$ cat config.mk
export PLATFORM = sky130hd
export DESIGN_NAME = irq_arbiter
export DESIGN_NICKNAME = d
export VERILOG_FILES = /design/src/rtl/irq_arbiter.sv
export SDC_FILE = /design/constraint.sdc
export NUM_CORES = 1
export LEC_CHECK = 0
export CORE_MARGIN = 1.5
export CORE_UTILIZATION = 45
export DETAILED_ROUTE_END_ITERATION = 16
export PLACE_DENSITY = 0.82
export SYNTH_ARGS = -nofsm -noshare
export SYNTH_HDL_FRONTEND = slang
export SYNTH_SLANG_ARGS = --single-unit
export TNS_END_PERCENT = 1
$ cat constraint.sdc
create_clock -name clk -period 1.8 [get_ports clk]
set_input_delay 0.45 -clock clk [delete_from_list [all_inputs] [get_ports clk]]
set_output_delay 0.45 -clock clk [all_outputs]
set_load 0.1 [all_outputs]
$ cat src/rtl/irq_arbiter.sv
`default_nettype none
// ============================================================================
// Module   : irq_arbiter
// Brief    : Fixed-priority interrupt controller with claim/complete handshake.
// Revision : 1.0 - initial release
// ============================================================================
module irq_arbiter #(
    parameter int NUM_SRC = 8
) (
    input  logic               clk,
    input  logic               rst_n,
    input  logic               sel,
    input  logic [2:0]         addr,
    input  logic [31:0]        wdata,
    input  logic               wen,
    output logic [31:0]        rdata,
    input  logic [NUM_SRC-1:0] src_irq,
    output logic               irq
);

    localparam int       c_PAD             = 32 - NUM_SRC;
    localparam logic [2:0] c_ADDR_CTRL       = 3'd0;
    localparam logic [2:0] c_ADDR_ENABLE     = 3'd1;
    localparam logic [2:0] c_ADDR_TRIG       = 3'd2;
    localparam logic [2:0] c_ADDR_PENDING    = 3'd3;
    localparam logic [2:0] c_ADDR_CLAIM      = 3'd4;
    localparam logic [2:0] c_ADDR_COMPLETE   = 3'd5;
    localparam logic [2:0] c_ADDR_IN_SERVICE = 3'd6;

    logic               ctrl_q, ctrl_d;
    logic [NUM_SRC-1:0] enable_q, enable_d;
    logic [NUM_SRC-1:0] trig_q, trig_d;
    logic [NUM_SRC-1:0] pending_q, pending_d;
    logic [NUM_SRC-1:0] in_service_q, in_service_d;
    logic [NUM_SRC-1:0] src_dly_q;
    logic [31:0]        rdata_q, rdata_d;

    logic               w_rd, w_wr;
    logic [NUM_SRC-1:0] w_claimable;
    logic [NUM_SRC-1:0] w_winner_oh;
    logic [4:0]         w_claim_id;
    logic [NUM_SRC-1:0] w_claim_mask;
    logic [NUM_SRC-1:0] w_complete_mask;
    logic [NUM_SRC-1:0] w_w1c_mask;
    logic [NUM_SRC-1:0] w_edge_set;
    logic [NUM_SRC-1:0] w_set;
    logic [31:0]        w_rd_val;

    assign w_rd        = sel & ~wen;
    assign w_wr        = sel & wen;
    assign w_claimable = pending_q & enable_q & ~in_service_q;

    // Scan from the top down so the lowest claimable index is the last assignment.
    always_comb begin
        w_winner_oh = '0;
        w_claim_id  = '0;
        for (int i = NUM_SRC - 1; i >= 0; i--) begin
            if (w_claimable[i]) begin
                w_winner_oh    = '0;
                w_winner_oh[i] = 1'b1;
                w_claim_id     = 5'(i + 1);
            end
        end
    end

    always_comb begin
        w_complete_mask = '0;
        for (int i = 0; i < NUM_SRC; i++) begin
            w_complete_mask[i] = w_wr && (addr == c_ADDR_COMPLETE) &&
                                 (wdata == 32'(i + 1)) && in_service_q[i];
        end
    end

    always_comb begin
        w_rd_val = '0;
        case (addr)
            c_ADDR_CTRL:       w_rd_val = {31'd0, ctrl_q};
            c_ADDR_ENABLE:     w_rd_val = {{c_PAD{1'b0}}, enable_q};
            c_ADDR_TRIG:       w_rd_val = {{c_PAD{1'b0}}, trig_q};
            c_ADDR_PENDING:    w_rd_val = {{c_PAD{1'b0}}, pending_q};
            c_ADDR_CLAIM:      w_rd_val = {27'd0, w_claim_id};
            c_ADDR_IN_SERVICE: w_rd_val = {{c_PAD{1'b0}}, in_service_q};
            default:           w_rd_val = '0;
        endcase
    end

    assign w_claim_mask = (w_rd && (addr == c_ADDR_CLAIM))   ? w_winner_oh         : '0;
    assign w_w1c_mask   = (w_wr && (addr == c_ADDR_PENDING)) ? wdata[NUM_SRC-1:0]  : '0;
    assign w_edge_set   = trig_q & src_irq & ~src_dly_q;
    assign w_set        = w_edge_set | (~trig_q & src_irq & ~in_service_q);

    // Set beats W1C; claim beats set unless an edge source sees a fresh edge.
    assign pending_d    = ((pending_q & ~w_w1c_mask) | w_set) & ~(w_claim_mask & ~w_edge_set);
    assign in_service_d = (in_service_q | w_claim_mask) & ~w_complete_mask;

    assign ctrl_d   = (w_wr && (addr == c_ADDR_CTRL))   ? wdata[0]           : ctrl_q;
    assign enable_d = (w_wr && (addr == c_ADDR_ENABLE)) ? wdata[NUM_SRC-1:0] : enable_q;
    assign trig_d   = (w_wr && (addr == c_ADDR_TRIG))   ? wdata[NUM_SRC-1:0] : trig_q;
    assign rdata_d  = w_rd ? w_rd_val : rdata_q;

    always_ff @(posedge clk or negedge rst_n) begin
        if (!rst_n) begin
            ctrl_q       <= 1'b0;
            enable_q     <= '0;
            trig_q       <= '0;
            pending_q    <= '0;
            in_service_q <= '0;
            src_dly_q    <= '0;
            rdata_q      <= '0;
        end else begin
            ctrl_q       <= ctrl_d;
            enable_q     <= enable_d;
            trig_q       <= trig_d;
            pending_q    <= pending_d;
            in_service_q <= in_service_d;
            src_dly_q    <= src_irq;
            rdata_q      <= rdata_d;
        end
    end

    assign irq   = ctrl_q & (|w_claimable);
    assign rdata = rdata_q;

endmodule
`default_nettype wire

* Word level (Yosys, flattened, before mapping)
Index checks and enable logic that the tools add are counted.
W data, S select, Z words.
** Storage, ports and cells
- Bits in registers :: 73
- Bits in latches :: 0
- Memory bits (writable) :: 0
- Bits in read-only memories :: 0
- Bits of input ports :: 47
- Output and inout bits :: 33
- Memories :: 0
** Operators by class
- $add $sub $neg :: 0
- Multipliers :: 0
- Divide/modulo/power cells :: 0
- Order comparisons :: 0
- Equality and inequality tests :: 14
- Shift-type cells :: 0
- Mux-type cells :: 19
- Bitwise gates (word level) :: 24
- Reductions and logical operators :: 24
** Operator list (number)
- $eq A32 B3 Y1 const B :: 4
- $and A8 B8 Y8 :: 10
- $mux W8 :: 10
- $eq A32 B2 Y1 const B :: 2
- $not A8 Y8 :: 7
- $pmux W8 S6 :: 1
- $mux W5 :: 7
- $eq A32 B1 Y1 const B :: 1
- $eq A32 B4 Y1 const B :: 1
- $or A8 B8 Y8 :: 3
- $logic_and A1 B1 Y1 :: 22
- $eq A3 B3 Y1 const B :: 3
- $reduce_or A8 Y1 :: 1
- $eq A3 B2 Y1 const B :: 2
- $mux W4 :: 1
- $and A1 B1 Y1 :: 3
- $eq A3 B1 Y1 const B :: 1
- $logic_not A3 Y1 :: 1
- $not A1 Y1 :: 1

* Longest topological paths before layout
Gate-level depths: netlist of the first run.
- Word-level depth :: 14
- Gate-level depth with buffers :: 6
- Gate-level depth less buffers :: 4

* Worst setup path before layout of the first run
OpenSTA, ideal clock, no wires.
- Kind :: flip-flop to output port
- From :: reg in_service_q[0]
- To :: out irq
- Arrival time :: 1.656 ns
- Slack :: -0.306 ns
- Stages on the path, launching flop included :: 4
- Path through :: dfrtp_1 -> and3b_1 -> clkbuf_1 -> o41a_1
** Between the ends
- Longest elaborated chain between the ends :: 4
** RTL lines
- start, declared :: RTL line 34 : logic [NUM_SRC-1:0] in_service_q, in_service_d;
- start signal, assigned :: RTL line 115 : in_service_q <= in_service_d;
- $not A8 Y8 :: RTL line 51 : assign w_claimable = pending_q & enable_q & ~in_service_q;
- $and A8 B8 Y8 :: RTL line 51
- $reduce_or A8 Y1 :: RTL line 121 : assign irq = ctrl_q & (|w_claimable);
- $and A1 B1 Y1 :: RTL line 121
- end, declared :: RTL line 18 : output logic irq
Every way passes these cells.

* Worst setup path in the final report of the first run
- From :: reg pending_q[6]
- To :: out irq
** Between the ends
- Longest elaborated chain between the ends :: 4
** RTL lines
- start, declared :: RTL line 33 : logic [NUM_SRC-1:0] pending_q, pending_d;
- start signal, assigned :: RTL line 114 : pending_q <= pending_d;
- $and A8 B8 Y8 (2 in series) :: RTL line 51
- $reduce_or A8 Y1 :: RTL line 121
- $and A1 B1 Y1 :: RTL line 121
Every way passes these cells.

==> out/metrics.yaml, run 1 <==
route.detailed.drc: 0
fin_area_um2: 4240
ys_ff_latch: 49
htreeDepth: 2
r2r_start: "enable_q[1]"
path_cells: "nand3b_1 -> nand4_1 -> o41a_4 -> buf_12"
netlist_instances: 283
wl_met2_mm: 4.17
synthTopCellsByArea: "dfrtp_1, mux2_2, buf_4"
initial_core_util_pct: 47.4
drt_iter0_markers: 254
slowest_stage: "dfrtp_1"
synth.largest_area_cell: "dfrtp_1"
clock_skew_ns: 0.00801
grt_usage_pct: 27.5
clock_path_buffers: 2
cts_sinks: 49
layoutNonFillerInstCount: 487
cts_tree: "done"
core.rowCount: 28
dp_cells: 473
first_pass_iters: 4
hpwl_mm: 6.64
violations: "negative setup slack"
async_reset_ff_share_pct: 100
avgSynthCellArea_um2: 10.0
crit_start: "pending_q[6]"
p_int_uw: 2420
setup.worst_path.end_class: "output port"
num_antenna_cells: 0
relSlewSlack_pct: 59.0
post_drt_via_cell_ratio: 5.75
synth_top_area_share_pct: 43.2
cp_max_fo: 3
clkTransAtPathRegs_ns: 0.08
worst_slack_ns: -0.269
fin_tns_setup_ns: -0.284
cp_num_buf_inv: 1
clkPwrFrac_pct: 17.9
m1WireLength_mm: 3.42
portBuffers: 55
powerDensity_nw_per_um2: 951
finalPower_uw: 4030
setup_viol: 2
power_frac_comb_pct: 46.5
cts_buffers: 5
rsz0062_at_grt: "true"
cp.required_ns: 1.35
p_seq_share_pct: 35.5
dieHeight_um: 82.4
synth-edff-count: 0
hold_violations: 0
ir_drop_v: 0.000648
ys.flop_type: "dfrtp_1"
synth.distinct_cells: 48
outcome: "finished with violations"
avgRoutedWirePerCell_um: 17.6
r2r_slack_ns: 0.02
grt_pass1_wl_mm: 13.6
crit_path_max_incr_delay_ns: 0.41
placed_cell_area_um2: 3970
timing.fmax_mhz: 483
r2r_end: "pending_q[6]"
min_period_ns: 2.07
timing.critical_path.max_delay_family: "flip-flops"
clk_latency_ns: 0.31
synth_area_um2: 2840
nFillCells: 434
critPathKind: "reg2out"
io_pins: 80
top_layer_used: "met4"
startpoint_type: "register"
worst_pin_slew_ns: 0.612
antenna_found_initial: 0
die_x_um: 82.4
nNetsFinal: 458
grt_max_degree: 50
ff2ff_path_depth: 6
seq_area_frac_synth_pct: 43.2
hold_class: "in2async"
slew_viol_final: 0
synthToLayoutAreaGrowth_pct: 49.2
drv_cap: 0
root_buffer: "clkbuf_8"
arrival_ns: 1.62
die_area_um2: 6790
final_antenna_net_count: 0
vias: 2802
power.switching_uw: 1610
switching_share_pct: 40.0
wl_met3_um: 690
drive_above_1_share_pct: 34.0
routed_wl_mm: 8.55
fin_crit_sh_pct: 115
grt_pass1_vias: 2760
grt-ovfl-total: 0
fp.coreArea_um2: 5990
yosys_warnings: 0
leakage_uw: 0.00192
gp_congestion: 0.988
state kept, by name (all words and copies together) (netlist names):
signal,cells
ctrl_q,1
trig_q,8
in_service_q,8
rdata,8
pending_q,8
src_dly_q,8
enable_q,8
how the worst max path moves through the flow:
stage	end	slack, ns	depth (start not counted)
floorplan	pending_q[6]	-0.12	5
global placement	pending_q[6]	-0.55	5
detailed placement	pending_q[6]	-0.61	5
CTS	irq	-0.26	4
global route	irq	-0.34	4
finish	irq	-0.27	4
timing repair:
action | in CTS | in global routing
cloned | 0 | 0
hold buffers | 0 | 0
resized for setup | 21 | 17
pin swaps | 12 | 7
setup buffers | 3 | 3
endpoints found under the setup margin | 41 | 16
Yosys cell counts, types with 3 or more instances:
| cell | instances |
|---|---|
| a21oi_1 | 12 |
| a22oi_1 | 8 |
| nand3b_1 | 8 |
| nor3_1 | 5 |
| nor4b_1 | 3 |
| o211ai_1 | 3 |
| mux2_2 | 23 |
| nand3_1 | 4 |
| nor2_1 | 13 |
| inv_1 | 11 |
| o31ai_1 | 5 |
| nor4_1 | 8 |
| a31oi_1 | 6 |
| dfrtp_1 | 49 |
| and3b_1 | 8 |
| a22o_1 | 11 |
| nand2_1 | 27 |
| nand4_1 | 4 |
| o21ai_0 | 13 |
| buf_4 | 24 |
| clkbuf_1 | 5 |
kinds of logic after synthesis:
logic type | after synthesis | share of synthesized area, %
buf+inv | 44 | 9.34
simple gates | 93 | 19.6
other cells | 1 | 0.132
mux | 25 | 10.3
compound gates | 71 | 17.5
flops | 49 | 43.2
cells in the final DEF (no fill, tap or decap), types with 4 or more instances in the layout:
master / count
o21ai_0: 12
a22o_1: 11
dfrtp_1: 49
mux2_2: 22
nor4_2: 5
nor3_1: 4
a21oi_1: 12
buf_4: 74
a22oi_1: 8
inv_1: 11
conb_1: 24
clkdlybuf4s50_1: 32
dlymetal6s2s_1: 7
and3b_1: 8
a31oi_1: 6
nor2_1: 13
nand4_1: 4
nand2_1: 26
o31ai_1: 5
buf_12: 10
nand3b_1: 8
clkbuf_8: 7
per-stage QoR:
| step | util [%] | setup slack (ns) | hold WS, ns |
|---|---|---|---|
| floorplan | - | -0.116 | 0.154 |
| detailed placement | 66.3 | -0.609 | 0.437 |
| CTS | 69.0 | -0.264 | 0.116 |
| finish | 70.7 | -0.269 | 0.113 |
| global route | 70.7 | -0.340 | 0.119 |
| global placement | 66.3 | -0.548 | 0.416 |
cell type report:
cell class / count / area [um2] / area share [%]
inverter: 11 / 41.3 / 0.975
timing repair buffer: 131 / 1240 / 29.3
tap: 75 / 93.8 / 2.22
sequential: 49 / 1230 / 29.0
multi-input combinational: 213 / 1530 / 36.2
clock inverter: 1 / 5.00 / 0.118
clock buffer: 7 / 96.3 / 2.27
layer usage:
layer	GRT usage [%]	vias up
met4	9.66	0
met1	34.3	1344
met3	5.27	24
met5	0	-
met2	47.2	164
li1	-	1270
power groups by stage:
stage / clock, uW / combinational [uW] / sequential [uW]
after global routing: 787 / 1970 / 1450
after detailed placement: 0 / 1790 / 1450
after floorplan: 0 / 870 / 1650
after global placement: 0 / 1770 / 1440
after CTS: 740 / 1830 / 1430
final: 723 / 1880 / 1430
Power figures use the tool's default switching activity.
==> run 2, diff against run 1 <==
Settings changed: ABC_CLOCK_PERIOD_IN_PS set to 1800, CELL_PAD_IN_SITES_DETAIL_PLACEMENT set to 0, CELL_PAD_IN_SITES_GLOBAL_PLACEMENT set to 2, CORE_UTILIZATION 45 to 29, PLACE_DENSITY 0.82 to 0.86.
==> run 2 against run 1 <==
Net effect:
- clock-buffer cell count unchanged
- flip-flop and latch count unchanged
- via count down 2.1%
- routed wire length is 5.6% higher
- the flow still finishes with violations (negative setup slack)
- highest routed layer unchanged
- critical endpoint unchanged
- power decreased by 1.4%
- non-clock buffer count down 2
- hold slack gained 0.0016 ns
==> out/metrics.yaml, run 2 (synthesized netlist as in run 1, its figures left out) <==
dieHeight_um: 102  # +24%
initial_core_util_pct: 30.3  # -17 points
worst_slack_ns: -0.356  # -0.0866 ns
grt_max_degree: 50  # unchanged
fp.coreArea_um2: 9370  # +56%
outcome: "finished with violations"
finalPower_uw: 3970  # -1.4%
grt_pass1_wl_mm: 14.1  # +3.9%
clock_skew_ns: 0.00690  # -0.00111 ns
cp_max_fo: 2  # -1
clock_path_buffers: 2  # unchanged
cts_tree: "done"
grt_pass1_vias: 2694  # -2.4%
grt_usage_pct: 18.0  # -9.4 points
die_x_um: 102  # +24%
synthToLayoutAreaGrowth_pct: 48.2
hpwl_mm: 7.10  # +7.0%
rsz0062_at_grt: "true"
htreeDepth: 2  # unchanged
cts_sinks: 49  # unchanged
timing.fmax_mhz: 464  # -4.0%
startpoint_type: "register"
final_common_cell: "buf_4"
clk_latency_ns: 0.31  # about the same
grt-ovfl-total: 0  # unchanged
avgRoutedWirePerCell_um: 16.8  # -4.4%
place_ws_ns: -0.675  # -0.0661 ns
io_pins: 80  # unchanged
nNetsFinal: 456  # -0.44%
r2r_end: "pending_q[6]"
route.detailed.drc: 0  # unchanged
cp.required_ns: 1.35  # about the same
portBuffers: 55  # unchanged
vias: 2742  # -2.1%
slew_viol_final: 0  # unchanged
holdBufCountCts: 0  # unchanged
hold_class: "in2async"
ir_drop_v: 0.000491  # -24%
antenna_found_initial: 0  # unchanged
setup_viol: 5  # +3
ff2ff_path_depth: 6  # unchanged
final-seq-area_um2: 1230  # unchanged
core.rowCount: 35  # +25%
drive_above_1_share_pct: 32.3  # -1.7 points
hold_violations: 0  # unchanged
cts_buffers: 5  # unchanged
num_antenna_cells: 0  # unchanged
r2r_start: "enable_q[3]"
fin_crit_sh_pct: 120  # +4.8 points
arrival_ns: 1.71  # +0.09 ns
r2r_slack_ns: 0.09  # +0.07 ns
critPathKind: "reg2out"
drt_iter0_markers: 205  # -19%
final_antenna_net_count: 0  # unchanged
powerDensity_nw_per_um2: 944  # -0.75%
min_period_ns: 2.16  # +0.0866 ns
nFillCells: 947  # +120%
fin_tns_setup_ns: -0.592  # -0.308 ns
multi_input_area_um2: 1490  # -2.5%
final_cell_mix: "buf_4, dfrtp_1, clkdlybuf4s50_1, nand2_1, conb_1"
leakage_uw: 0.00184  # -3.9%
clkTransAtPathRegs_ns: 0.09  # about the same
drv_cap: 0  # unchanged
gp_congestion: 0.981  # -0.68%
routed_wl_mm: 9.03  # +5.6%
root_buffer: "clkbuf_8"
post_drt_via_cell_ratio: 5.10  # -11%
die_area_um2: 10400  # +53%
setup.worst_path.end_class: "output port"
first_pass_iters: 8  # +4
violations: "negative setup slack"
## run 2: cell count changes in the layout (fill, tap and decap cells not counted), sizes merged
| cell | change |
|---|---|
| clkdlybuf4s50 | +6 |
| dlymetal6s2s | -6 |
| clkdlybuf4s15 | -2 |
| buf | -1 |
| clkbuf | +1 |
| clkinv | -1 |
## run 2: worst max-delay path: stages (launching register included)
cell      delay, ns
dfrtp_1        0.39
nand3b_1       0.17
nand4_1        0.19
o41a_2         0.46
buf_12         0.18
## run 2: power by group
group          switching, uW  total, uW  internal, uW
clock network            368        674           306
logic                   1100       1870           779
registers                141       1420          1280
## run 2: how the worst max path moves through the flow
stage | start | end | slack (ns) | cells past startpoint
after floorplan | addr[0] | pending_q[6] | -0.12 | 5
after CTS | pending_q[4] | irq | -0.32 | 4
after detailed placement | addr[0] | pending_q[6] | -0.68 | 5
after global routing | pending_q[4] | irq | -0.38 | 4
after global placement | wen | pending_q[1] | -0.65 | 7
final | pending_q[3] | irq | -0.36 | 4
## run 2: area by class of cell
| type | instances | share of cell area, % |
|---|---|---|
| Sequential cell | 49 | 29.1 |
| Clock buffer | 7 | 2.05 |
| Timing Repair Buffer | 129 | 28.5 |
| Tap cell | 129 | 3.84 |
| Inverter | 11 | 0.982 |
| Multi-Input combinational cell | 213 | 35.5 |
## run 2: metrics by stage
step / util [%] / std cells / instance area (um2) / hold slack (ns)
3_5_place_dp: 43.1 / 527 / 4040 / 0.423
6_report: 44.9 / 538 / 4210 / 0.114
5_1_grt: 44.9 / 538 / 4210 / 0.148
2_1_floorplan: - / 306 / 2930 / 0.154
4_1_cts: 44.5 / 537 / 4170 / 0.132
3_3_place_gp: 43.1 / 527 / 4040 / 0.415
## run 2: repair_timing
action | CTS | global route
buffers inserted | 3 | 1
setup endpoints to repair | 42 | 25
pin swaps | 8 | 6
gates resized for setup | 17 | 9
## run 2: metal layers
metal | global-route usage (%) | vias to the layer above | share of wire, %
met5 | 0 | - | 0
met4 | 6.01 | 0 | 2.1
met1 | 24.0 | 1323 | 44
li1 | - | 1263 | -
met3 | 3.42 | 24 | 6.8
met2 | 29.5 | 132 | 47
